===== src/rtl/ram_bus_initiator.sv =====
// Fabric-side RamBus initiator: takes single read/write commands on a valid/ready
// port, runs SETUP/ACCESS on the RamBus and returns data, timeout status and counters.
module ram_bus_initiator #(
  parameter int unsigned TIMEOUT_CYCLES = 255,
  parameter logic [31:0] ERR_DATA       = 32'hDEADBEEF
) (
  input  logic        clk,
  input  logic        rst,
  input  logic        cmd_valid,
  output logic        cmd_ready,
  input  logic        cmd_write,
  input  logic [13:0] cmd_addr,
  input  logic [31:0] cmd_wdata,
  output logic        rsp_valid,
  output logic [31:0] rsp_rdata,
  output logic        rsp_err,
  output logic        RamBusnCs,
  output logic        RamBusLatch,
  output logic        RamBusWrnRd,
  output logic [13:0] RamBusAddress,
  output logic [31:0] RamBusDataIn,
  input  logic [31:0] RamBusDataOut,
  input  logic        RamBusAck,
  output logic [15:0] txn_count,
  output logic [7:0]  err_count
);

  typedef enum logic [1:0] {
    S_IDLE   = 2'd0,
    S_SETUP  = 2'd1,
    S_ACCESS = 2'd2,
    S_RESP   = 2'd3
  } state_t;

  localparam logic [15:0] TMO_LAST = 16'(TIMEOUT_CYCLES - 1);

  state_t      r_state;
  state_t      w_state_next;
  logic        r_write;
  logic [13:0] r_addr;
  logic [31:0] r_wdata;
  logic [15:0] r_tmo_cnt;
  logic [31:0] r_rdata;
  logic        r_err;
  logic [15:0] r_txn_cnt;
  logic [7:0]  r_err_cnt;
  logic        w_accept;
  logic        w_timeout;

  assign w_accept  = cmd_valid && (r_state == S_IDLE);
  // Ack takes priority: a timeout only counts when Ack is low on the final cycle.
  assign w_timeout = (r_state == S_ACCESS) && !RamBusAck && (r_tmo_cnt == TMO_LAST);

  always_ff @(posedge clk) begin
    if (rst) begin
      r_state <= S_IDLE;
    end else begin
      r_state <= w_state_next;
    end
  end

  always_comb begin
    w_state_next = r_state;
    case (r_state)
      S_IDLE:   if (cmd_valid) w_state_next = S_SETUP;
      S_SETUP:  w_state_next = S_ACCESS;
      S_ACCESS: if (RamBusAck || w_timeout) w_state_next = S_RESP;
      S_RESP:   w_state_next = S_IDLE;
      default:  w_state_next = S_IDLE;
    endcase
  end

  always_ff @(posedge clk) begin
    if (rst) begin
      r_write   <= 1'b0;
      r_addr    <= '0;
      r_wdata   <= '0;
      r_tmo_cnt <= '0;
      r_rdata   <= '0;
      r_err     <= 1'b0;
      r_txn_cnt <= '0;
      r_err_cnt <= '0;
    end else begin
      if (w_accept) begin
        r_write <= cmd_write;
        r_addr  <= cmd_addr;
        r_wdata <= cmd_wdata;
      end
      case (r_state)
        S_SETUP: r_tmo_cnt <= '0;
        S_ACCESS: begin
          if (RamBusAck) begin
            r_rdata <= r_write ? 32'd0 : RamBusDataOut;
            r_err   <= 1'b0;
          end else if (w_timeout) begin
            r_rdata <= ERR_DATA;
            r_err   <= 1'b1;
            if (r_err_cnt != 8'hFF) r_err_cnt <= r_err_cnt + 8'd1;
          end else begin
            r_tmo_cnt <= r_tmo_cnt + 16'd1;
          end
        end
        S_RESP: r_txn_cnt <= r_txn_cnt + 16'd1;
        default: ;
      endcase
    end
  end

  // Bus outputs decode purely from registered state so RamBus inputs never reach them.
  always_comb begin
    cmd_ready     = 1'b0;
    rsp_valid     = 1'b0;
    RamBusnCs     = 1'b0;
    RamBusLatch   = 1'b0;
    RamBusWrnRd   = 1'b0;
    RamBusAddress = '0;
    RamBusDataIn  = '0;
    case (r_state)
      S_IDLE: cmd_ready = 1'b1;
      S_SETUP: begin
        RamBusnCs     = 1'b1;
        RamBusWrnRd   = r_write;
        RamBusAddress = r_addr;
        RamBusDataIn  = r_wdata;
      end
      S_ACCESS: begin
        RamBusnCs     = 1'b1;
        RamBusLatch   = 1'b1;
        RamBusWrnRd   = r_write;
        RamBusAddress = r_addr;
        RamBusDataIn  = r_wdata;
      end
      S_RESP: rsp_valid = 1'b1;
      default: ;
    endcase
  end

  assign rsp_rdata = r_rdata;
  assign rsp_err   = r_err;
  assign txn_count = r_txn_cnt;
  assign err_count = r_err_cnt;

endmodule

===== config.mk =====
export PLATFORM = sky130hd
export DESIGN_NAME = ram_bus_initiator
export DESIGN_NICKNAME = d
export VERILOG_FILES = /design/src/rtl/ram_bus_initiator.sv
export SDC_FILE = /design/constraint.sdc
export NUM_CORES = 1
export LEC_CHECK = 0
export ABC_AREA = 1
export CORE_UTILIZATION = 42
export CTS_CLUSTER_DIAMETER = 60
export DETAILED_ROUTE_END_ITERATION = 10
export PLACE_DENSITY = 0.81
export SLEW_MARGIN = 5
export SYNTH_ARGS = -nofsm -noshare
export SYNTH_HDL_FRONTEND = slang
export SYNTH_SLANG_ARGS = --single-unit

===== constraint.sdc =====
create_clock -name clk -period 1.7 [get_ports clk]
set_clock_uncertainty 0.1 [all_clocks]
set_input_delay 0.17 -clock clk [delete_from_list [all_inputs] [get_ports clk]]
set_output_delay 0.17 -clock clk [all_outputs]
set_load 0.05 [all_outputs]

======== After elaboration in Yosys (flattened, before gate mapping) ========
Cells that the tools add are included.
cells by class
  $add $sub $neg .......................... 3
  equal/unequal tests ..................... 9
  mux-type cells .......................... 18
  bitwise operators ....................... 1
  reductions and logical operators ........ 13
operator list
  operator                 count
  $mux W32                 4
  $add A16 B1 Y16 const B  2
  $mux W16                 2
  $pmux W16 S2             1
  $eq A16 B8 Y1 const B    1
  $mux W14                 1
  $add A8 B1 Y8 const B    1
  $ne A8 B8 Y1 const B     1
  $pmux W2 S4              1
  $mux W1                  7
  $ne A2 B2 Y1 const B     3
  $eq A2 B2 Y1 const B     2
  $mux W2                  2
  $reduce_and A2 Y1        2
  $reduce_and A4 Y1        1
  $reduce_bool A2 Y1       2
  $logic_and A1 B1 Y1      3
  $reduce_and A3 Y1        1
  $eq A2 B1 Y1 const B     1
  $logic_not A2 Y1         1
  $ne A2 B1 Y1 const B     1
  $reduce_or A2 Y1         1
  $logic_not A1 Y1         1
  $logic_or A1 B1 Y1       1
  $not A1 Y1               1
storage, ports and cells
  output and inout port bits .............. 108
  flip-flop bits (word level) ............. 122
  logic and storage cells ................. 53

======== Longest topological paths before layout ========
Gate-level depths: netlist (run 1).
  depth after elaboration ................. 6
  gate-level depth with buffers ........... 11

======== Worst setup path after synthesis (run 1) ========
OpenSTA, ideal clock, no wires.
  path type ............................... register -> output
  start point ............................. register r_state[0]
  end point ............................... output RamBusAddress[0]
  buffers on the path ..................... 2
  data arrival time ....................... 1.981 ns
  stages on the path, launching flop included .. 7
  path slack .............................. -0.551 ns
  cells stage by stage .................... dfxtp_1 -> inv_1 -> ha_1 -> clkbuf_1 -> buf_1 -> nand2_1 -> inv_1
between the ends
  word-level cells in the longest chain between the ends .. 3
  elaborated cells on any way between the ends .. 4
  classes of those cells .................. 2 x eq/ne; 1 x mux; 1 x reduce/logical
RTL lines
  what                                                 RTL line  source
  start, declared                                      37        state_t r_state;
  start signal, assigned                               58        r_state <= w_state_next;
  $eq A2 B2 Y1 / $eq A2 B1 Y1 (equally long branches)  118       case (r_state)
  $reduce_or A2 Y1 (no source line) (*)                n/a
  $mux W14 (*)                                         118
  end, declared                                        20        output logic [13:0] RamBusAddress,
Mark *: on every way between the ends. The rest lies on a longest branch, timed or not.

======== Worst setup path after layout (run 1) ========
  start point ............................. register r_state[0]
  end point ............................... output RamBusWrnRd
between the ends
  word-level cells in the longest chain between the ends .. 3
  elaborated cells on any way between the ends .. 4
  classes of those cells .................. 2 x eq/ne; 1 x mux; 1 x reduce/logical
RTL lines
  what                                                 RTL line  source
  $eq A2 B2 Y1 / $eq A2 B1 Y1 (equally long branches)  118
  $reduce_or A2 Y1 (no source line) (*)                n/a
  $mux W1 (*)                                          118
  end, declared                                        19        output logic RamBusWrnRd,
Marked as above.

==> impl_metrics.ini, run 1 <==
[routing]
drt_wl_total_um = 20200
firstDrtPassIters = 4
vias_per_cell = 5.09
via_count = 6507
drc = 0
ant_nets = 0
wl_per_cell_um = 15.8
drt_iter0_drc = 431

[floorplanning]
num_rows = 42
initial_core_util = 0.432
fp.coreArea_um2 = 13200
die_x_um = 119
die_h_um = 119
num_io_pins = 191
dieArea_um2 = 14100

[timing]
rsz0062_at_grt = yes
hold_viol = 0
report.final.setup_viol = 83
fin_ws_ns = -0.287
max_freq_mhz = 503
worst_pin_slew_ns = 0.367
fin_crit_ns = 1.99
slew_headroom = 0.754
final_max_slew_viol_count = 0
setup-tns-final_ns = -13.71
min_period_over_period = 1.17

[global_routing]
grt_pass1_wl_um = 28200
grt_usage = 0.253
globalRouteOverflowTotal = 0
grt_max_degree = 42
grt_pass1_vias = 5789
antenna_found_initial = 0

[final_layout]
n_fill_cell = 847
final_common_cell = nor2_1
regArea_um2 = 2470
syn_to_final_growth_pct = 78.4
drive_above_1_share = 0.378
finalNonFillerCells = 1278
final_util = 0.770
final_cell_mix = 157 x nor2_1, 126 x nand2_1, 104 x dfxtp_1
layout.nets = 1182
multi_input_area_um2 = 3240
antenna_cells = 0

[cts]
root_buffer = clkbuf_16
cts_tree = built
clockBufferDepth = 2
clk_latency_ns = 0.42
cts.sinks = 122
cts_buffers = 17
postCtsHoldBufs = 0
cts_max_level = 4
path_clk_slew_ns = 0.05

[placement]
port-buffer-count = 190
dp_cells = 1216
place.gp.congestion = 0.904
dpl.hpwl_um = 12000

[critical_path]
critPathCaptureType = output pin
crit_arrival_ns = 1.72
required_ns = 1.43
crit_type = reg -> out
cp_max_fo = 6
critPathLaunchType = flop

[outcome]
violations = setup timing
status = complete, but fails checks

[yosys]
syn_inst = 848
ys_warn_count = 0
synth.area.top_cells = dfxtp_1 43%, nor2_1 11%, nand2_1 10%
synth_top_area_frac = 0.427
synth.avg_cell_area_um2 = 6.74
synth_cell_type_count = 33
synth_area_um2 = 5720
ys_async_sr_fraction = 0
yosys.area.top_type = dfxtp_1
synth_flop_cell = dfxtp_1
yosysSeqAreaShare = 0.427
synth_edf_count = 0
ys_seq_elements = 122
syn_nets = 939

[power_and_ir_drop]
combinationalPowerShare = 0.535
power_mw = 15.9
switching_share = 0.409
p_switching_mw = 6.50
power.share.clock = 0.232
p_int_mw = 9.40
powerDensity_nw_per_um2 = 1560
pwr-share-seq = 0.234
power.leakage_nw = 4.39
max-vdd-ir-drop_mv = 0.913

[flow_run]
max-cap-violations = 0

[hold_path]
hold_path_class = in -> reg
## cell families after synthesis
kind of cell,synth area share
XOR/XNOR,0.00919
AND/OR/NAND/NOR,0.296
flip-flops,0.427
AO/OA/AOI/OAI,0.137
adder cells (fa/ha/maj),0.0175
buffers and inverters,0.114
## registers in the layout, summed over array words and instances, names as in the netlist, 2 cells and up
register / flops
r_wdata: 32
rsp_rdata: 32
r_tmo_cnt: 16
txn_count: 16
r_addr: 14
err_count: 8
r_state: 2
## synth_stat cells (5+ instances only)
master	number
nand4_1	6
nor3_1	9
nand3b_1	9
inv_2	5
o21ai_1	9
nand2_1	159
buf_6	5
nand3_1	25
nor2_1	172
inv_1	114
a21oi_1	54
ha_1	8
o21ai_0	78
nor2_2	8
buf_1	5
a21oi_2	5
clkbuf_1	25
dfxtp_1	122
## path summary, 6_finish.rpt
kind,start,to,slack (ns),depth (start not counted)
setup / recovery,r_state[0],RamBusWrnRd,-0.29,6
setup reg to reg,r_state[1],txn_count[12],-0.17,10
hold / removal,cmd_addr[5],r_addr[5],0.28,3
hold reg to reg,rsp_rdata[1],rsp_rdata[1],0.37,2
## critical path, stage by stage (launching register included)
cell and delay [ns]:
dfxtp_4 0.36, inv_4 0.04, ha_4 0.36, buf_8 0.18, nand2_1 0.08, inv_1 0.12
buf_12 0.15
## area by class of cell
type | instances | area share
Multi-Input combinational cell | 567 | 0.318
Timing Repair Buffer | 261 | 0.297
Sequential cell | 122 | 0.243
Inverter | 122 | 0.0622
Clock buffer | 22 | 0.0475
Tap cell | 176 | 0.0216
Clock inverter | 8 | 0.0115
## stage by stage
| step | worst slack (ns) | area [um^2] | hold slack [ns] |
|---|---|---|---|
| 2_1_floorplan | -0.00624 | 5960 | 0.219 |
| 3_3_place_gp | 0.0220 | 8610 | 0.341 |
| 3_5_place_dp | -0.0702 | 8610 | 0.350 |
| 4_1_cts | -0.273 | 9520 | 0.258 |
| 5_1_grt | -0.341 | 10200 | 0.278 |
| 6_report | -0.287 | 10200 | 0.275 |
## layer usage
metal	vias up	global-route usage	wire [um]
met3	77	0.0594	1040
met4	0	0.129	839
met2	275	0.435	10300
met1	3027	0.292	7970
li1	3128	-	-
met5	-	0	0
## power by group through the flow
stage	clock, mW	combinational [mW]	sequential [mW]
3_3_place_gp	0	6.75	3.67
6_report	3.68	8.50	3.72
3_5_place_dp	0	6.83	3.70
5_1_grt	3.87	8.88	3.77
4_1_cts	3.71	7.72	3.68
2_1_floorplan	0	3.59	4.20
## what timing repair did
item / in CTS / in global routing
setup endpoints to repair: 70 / 111
pin swaps: 16 / 33
buffers inserted: 13 / 14
resized for setup: 52 / 154
cloned: 2 / 4
No activity file was read; power rests on OpenSTA's default activity.
==> run 2: changes to the inputs <==
--- a/config.mk
+++ b/config.mk
@@ -6,6 +6,7 @@
 export NUM_CORES = 1
 export LEC_CHECK = 0
 export ABC_AREA = 1
+export CORE_MARGIN = 4
 export CORE_UTILIZATION = 42
 export CTS_CLUSTER_DIAMETER = 60
 export DETAILED_ROUTE_END_ITERATION = 10
==> impl_metrics.ini, run 2 (synthesized netlist as in run 1, its figures left out) <==
[routing]
ant_nets = 0
drc = 0
firstDrtPassIters = 5
vias_per_cell = 5.17
wl_per_cell_um = 16.7
drt_wl_total_um = 21700
via_count = 6711
drt_iter0_drc = 462

[global_routing]
top_usage_layer = met2
antenna_found_initial = 0
grt_max_degree = 53
grt_usage = 0.226
globalRouteOverflowTotal = 0
use_met1 = 0.266
gr-usage-met3 = 0.0472
grt_pass1_vias = 5960
met2_usage = 0.397
grt_pass1_wl_um = 28900

[timing]
rsz0062_at_grt = yes
setup-tns-final_ns = -24.93
slew_headroom = 0.638
worst_pin_slew_ns = 0.539
min_period_over_period = 1.18
fin_ws_ns = -0.302
hold_viol = 0
report.final.setup_viol = 120
hold_ws_ns = 0.273
max_freq_mhz = 500
final_max_slew_viol_count = 0
fin_crit_ns = 2.00

[placement]
place.gp.congestion = 0.904
port-buffer-count = 190
dpl.hpwl_um = 12200
dp_cells = 1223

[critical_path]
crit_type = reg -> out
r2r_start = r_state[1]
path_cells = inv_4, ha_4, buf_8, buf_12, nand2_2, clkinvlp_4, buf_12
cp_common_cell = buf_12
required_ns = 1.43
rrSetupSlack_ns = -0.26
crit_arrival_ns = 1.73
cp_max_fo = 8
slowest_stage = dfxtp_4
critPathCaptureType = output pin
max_stage_delay_ns = 0.37
critPathLaunchType = flop
crit_start = r_state[0]

[cts]
cts_buffers = 17
clk_latency_ns = 0.42
cts_tree = built
cts.sinks = 122
root_buffer = clkbuf_16
clockBufferDepth = 2
path_clk_slew_ns = 0.06
cts_max_level = 4
postCtsHoldBufs = 0

[final_layout]
final_cell_mix = 162 x nor2_1, 108 x dfxtp_1, 104 x buf_4
antenna_cells = 0
final_util = 0.792
finalNonFillerCells = 1297
drive_above_1_share = 0.401
layout.nets = 1200
n_fill_cell = 780
regArea_um2 = 2470
syn_to_final_growth_pct = 84.2
multi_input_area_um2 = 3360
final_common_cell = nor2_1

[floorplanning]
die_h_um = 125
num_io_pins = 191
fp.coreArea_um2 = 13300
initial_core_util = 0.430
dieArea_um2 = 15500
num_rows = 42
die_x_um = 125

[hold_path]
worstHoldStart = cmd_wdata[31]
hold_path_class = in -> reg

[outcome]
violations = setup timing
status = complete, but fails checks

[power_and_ir_drop]
powerDensity_nw_per_um2 = 1630
power.leakage_nw = 4.73
max-vdd-ir-drop_mv = 1.02

[flow_run]
max-cap-violations = 0
[run 2: what timing repair did]
item	4_1_cts	5_1_grt
buffers inserted	13	19
hold endpoints to repair	0	0
pin swaps	11	42
cloned	2	10
resized for setup	92	164
setup endpoints to repair	52	120
[run 2: power by group]
part	switching [mW]	total, mW	leakage, nW	internal [mW]
Clock	1.30	3.49	0.282	2.18
Sequential	0.448	3.83	1.00	3.38
Combinational	5.54	9.88	3.45	4.34
[run 2: per-stage QoR]
step           total power [mW]  setup WS (ns)  instance area (um^2)
2_1_floorplan              7.79       -0.00624                  5960
3_3_place_gp               10.5         0.0159                  8660
3_5_place_dp               10.6       -0.00858                  8660
4_1_cts                    15.0         -0.276                  9600
5_1_grt                    17.8         -0.361                 10500
6_report                   17.2         -0.302                 10500
[run 2: final cells by class]
cell class / count / area share
repair buffers: 277 / 0.310
repair inverters: 1 / 0.000831
well taps: 176 / 0.0209
multi-input cells: 568 / 0.319
clock buffers: 24 / 0.0476
clock inverters: 7 / 0.00606
flip-flops and latches: 122 / 0.234
inverters: 122 / 0.0614
[run 2: path summary, 6_finish.rpt]
kind,to,cells after the start
worst max-delay path,RamBusAddress[1],7
worst min-delay path,r_wdata[31],3
worst max register to register,r_state[1],12
worst min register to register,rsp_rdata[5],2
[run 2: layer usage]
layer,share of wire,up-vias
met5,0,-
met4,0.032,0
met3,0.059,56
met2,0.52,292
met1,0.39,3184
li1,-,3179
[run 2: critical path, delay by kind of cell (launching register included)]
| family | cells | cell delay (ns) |
|---|---|---|
| fa+ha+maj | 1 | 0.30 |
| simple gates | 1 | 0.07 |
| flops | 1 | 0.37 |
| buf+inv | 5 | 0.56 |
==> run 3: changes to the inputs <==
--- a/config.mk
+++ b/config.mk
@@ -7,11 +7,12 @@
 export LEC_CHECK = 0
 export ABC_AREA = 1
 export CORE_MARGIN = 4
-export CORE_UTILIZATION = 42
+export CORE_UTILIZATION = 35
 export CTS_CLUSTER_DIAMETER = 60
 export DETAILED_ROUTE_END_ITERATION = 10
-export PLACE_DENSITY = 0.81
-export SLEW_MARGIN = 5
+export MAX_ROUTING_LAYER = met4
+export PLACE_DENSITY = 0.7
+export SLEW_MARGIN = 25
 export SYNTH_ARGS = -nofsm -noshare
 export SYNTH_HDL_FRONTEND = slang
 export SYNTH_SLANG_ARGS = --single-unit
==> impl_metrics.ini, run 3 (synthesized netlist as in run 1, its figures left out) <==
[outcome]
status = complete, but fails checks
violations = setup timing

[timing]
hold_ws_ns = 0.277
max_freq_mhz = 527
final_max_slew_viol_count = 0
fin_crit_ns = 1.90
rsz0062_at_grt = yes
fin_ws_ns = -0.198
setup-tns-final_ns = -9.90
worst_pin_slew_ns = 0.408
report.final.setup_viol = 88
slew_headroom = 0.726
min_period_over_period = 1.12
hold_viol = 0

[global_routing]
grt_usage = 0.195
antenna_found_initial = 0
grt_pass1_vias = 5619
grt_max_degree = 53
grt_pass1_wl_um = 28100
globalRouteOverflowTotal = 0

[critical_path]
cp_common_cell = buf_12
required_ns = 1.43
slowest_stage = dfxtp_4
rrSetupSlack_ns = -0.14
path_cells = inv_4, ha_4, buf_12, nand2_1, clkinvlp_4, buf_12
rr_endpoint = txn_count[13]
critPathLaunchType = flop
reg2reg_depth = 12
r2r_start = r_state[1]
crit_arrival_ns = 1.63
cp_max_fo = 19
max_stage_delay_ns = 0.35
critPathCaptureType = output pin
crit_type = reg -> out

[floorplanning]
num_rows = 46
num_io_pins = 191
fp.coreArea_um2 = 15900
die_x_um = 136
dieArea_um2 = 18400
die_h_um = 136
initial_core_util = 0.359

[hold_path]
min_to = r_addr[13]
worstHoldStart = cmd_addr[13]
holdPathStages = 3
hold_path_class = in -> reg

[placement]
dpl.hpwl_um = 12600
place.gp.congestion = 0.938
port-buffer-count = 190
pre_cts_ws_ns = -0.0233
dp_cells = 1265

[final_layout]
final_common_cell = nor2_1
finalNonFillerCells = 1322
final_util = 0.626
syn_to_final_growth_pct = 74.6
layout.nets = 1184
drive_above_1_share = 0.350
antenna_cells = 0
final_cell_mix = 167 x nor2_1, 139 x nand2_1, 105 x dfxtp_1, 105 x buf_4, 82 x clkdlybuf4s50_1

[cts]
postCtsHoldBufs = 0
cts_max_level = 4
clk_latency_ns = 0.41
cts_tree = built
cts.sinks = 122
clockBufferDepth = 2
path_clk_slew_ns = 0.06
cts_buffers = 17
root_buffer = clkbuf_16

[routing]
drt_wl_total_um = 18500
drc = 0
via_count = 6142
firstDrtPassIters = 5
drt_iter0_drc = 268
vias_per_cell = 4.65
ant_nets = 0
wl_per_cell_um = 14.0

[flow_run]
max-cap-violations = 0

[power_and_ir_drop]
max-vdd-ir-drop_mv = 0.881
powerDensity_nw_per_um2 = 1510
power.leakage_nw = 4.27
## run 3: through the flow
| stage | total power, mW | cell area (um^2) |
|---|---|---|
| global route | 15.8 | 9980 |
| floorplan | 7.79 | 5960 |
| finish | 15.1 | 9980 |
| CTS | 14.6 | 9460 |
| detailed placement | 10.8 | 8740 |
| global placement | 10.7 | 8740 |
## run 3: final cells by class
class | count | area (um^2)
Clock buffer | 18 | 450
Clock inverter | 14 | 123
Fill cell | 1361 | 5960
Inverter | 122 | 632
Multi-Input combinational cell | 567 | 3030
Sequential cell | 122 | 2470
Tap cell | 216 | 270
Timing Repair Buffer | 263 | 3010
## run 3: worst max path at each step
stage | startpoint | endpoint | slack, ns
final | r_state[1] | RamBusAddress[4] | -0.20
after global routing | r_state[0] | RamBusDataIn[28] | -0.28
after CTS | r_state[1] | RamBusAddress[4] | -0.24
after detailed placement | r_tmo_cnt[1] | err_count[6] | -0.02
after global placement | RamBusAck | err_count[3] | 0.01
after floorplan | r_state[0] | err_count[3] | -0.006
## run 3: where the power goes
| group | switching, mW | total [mW] | internal, mW |
|---|---|---|---|
| Clock | 1.36 | 3.45 | 2.09 |
| Sequential | 0.295 | 3.67 | 3.38 |
| Combinational | 4.57 | 7.93 | 3.36 |
| Total | 6.22 | 15.1 | 8.83 |
## run 3: worst max-delay path, delay by kind of cell, from the launching register on
family / cells / cell delay, ns
flip-flops: 1 / 0.35
AND/OR/NAND/NOR: 1 / 0.09
adder cells (fa/ha/maj): 1 / 0.33
buffers and inverters: 4 / 0.43
## run 3: per-layer routing
metal	track usage	routed length (um)	vias to the layer above	part of all wire
met5	-	0	-	0
met1	0.243	7800	2816	0.42
met3	0.0366	913	26	0.049
met4	0.0661	363	0	0.020
li1	-	-	3143	-
met2	0.319	9390	157	0.51
## run 3: what timing repair did
action / 4_1_cts / 5_1_grt
setup buffers: 8 / 13
endpoints found under the setup margin: 55 / 108
pin swaps: 2 / 34
gates cloned: 0 / 4
gates resized for setup: 32 / 118
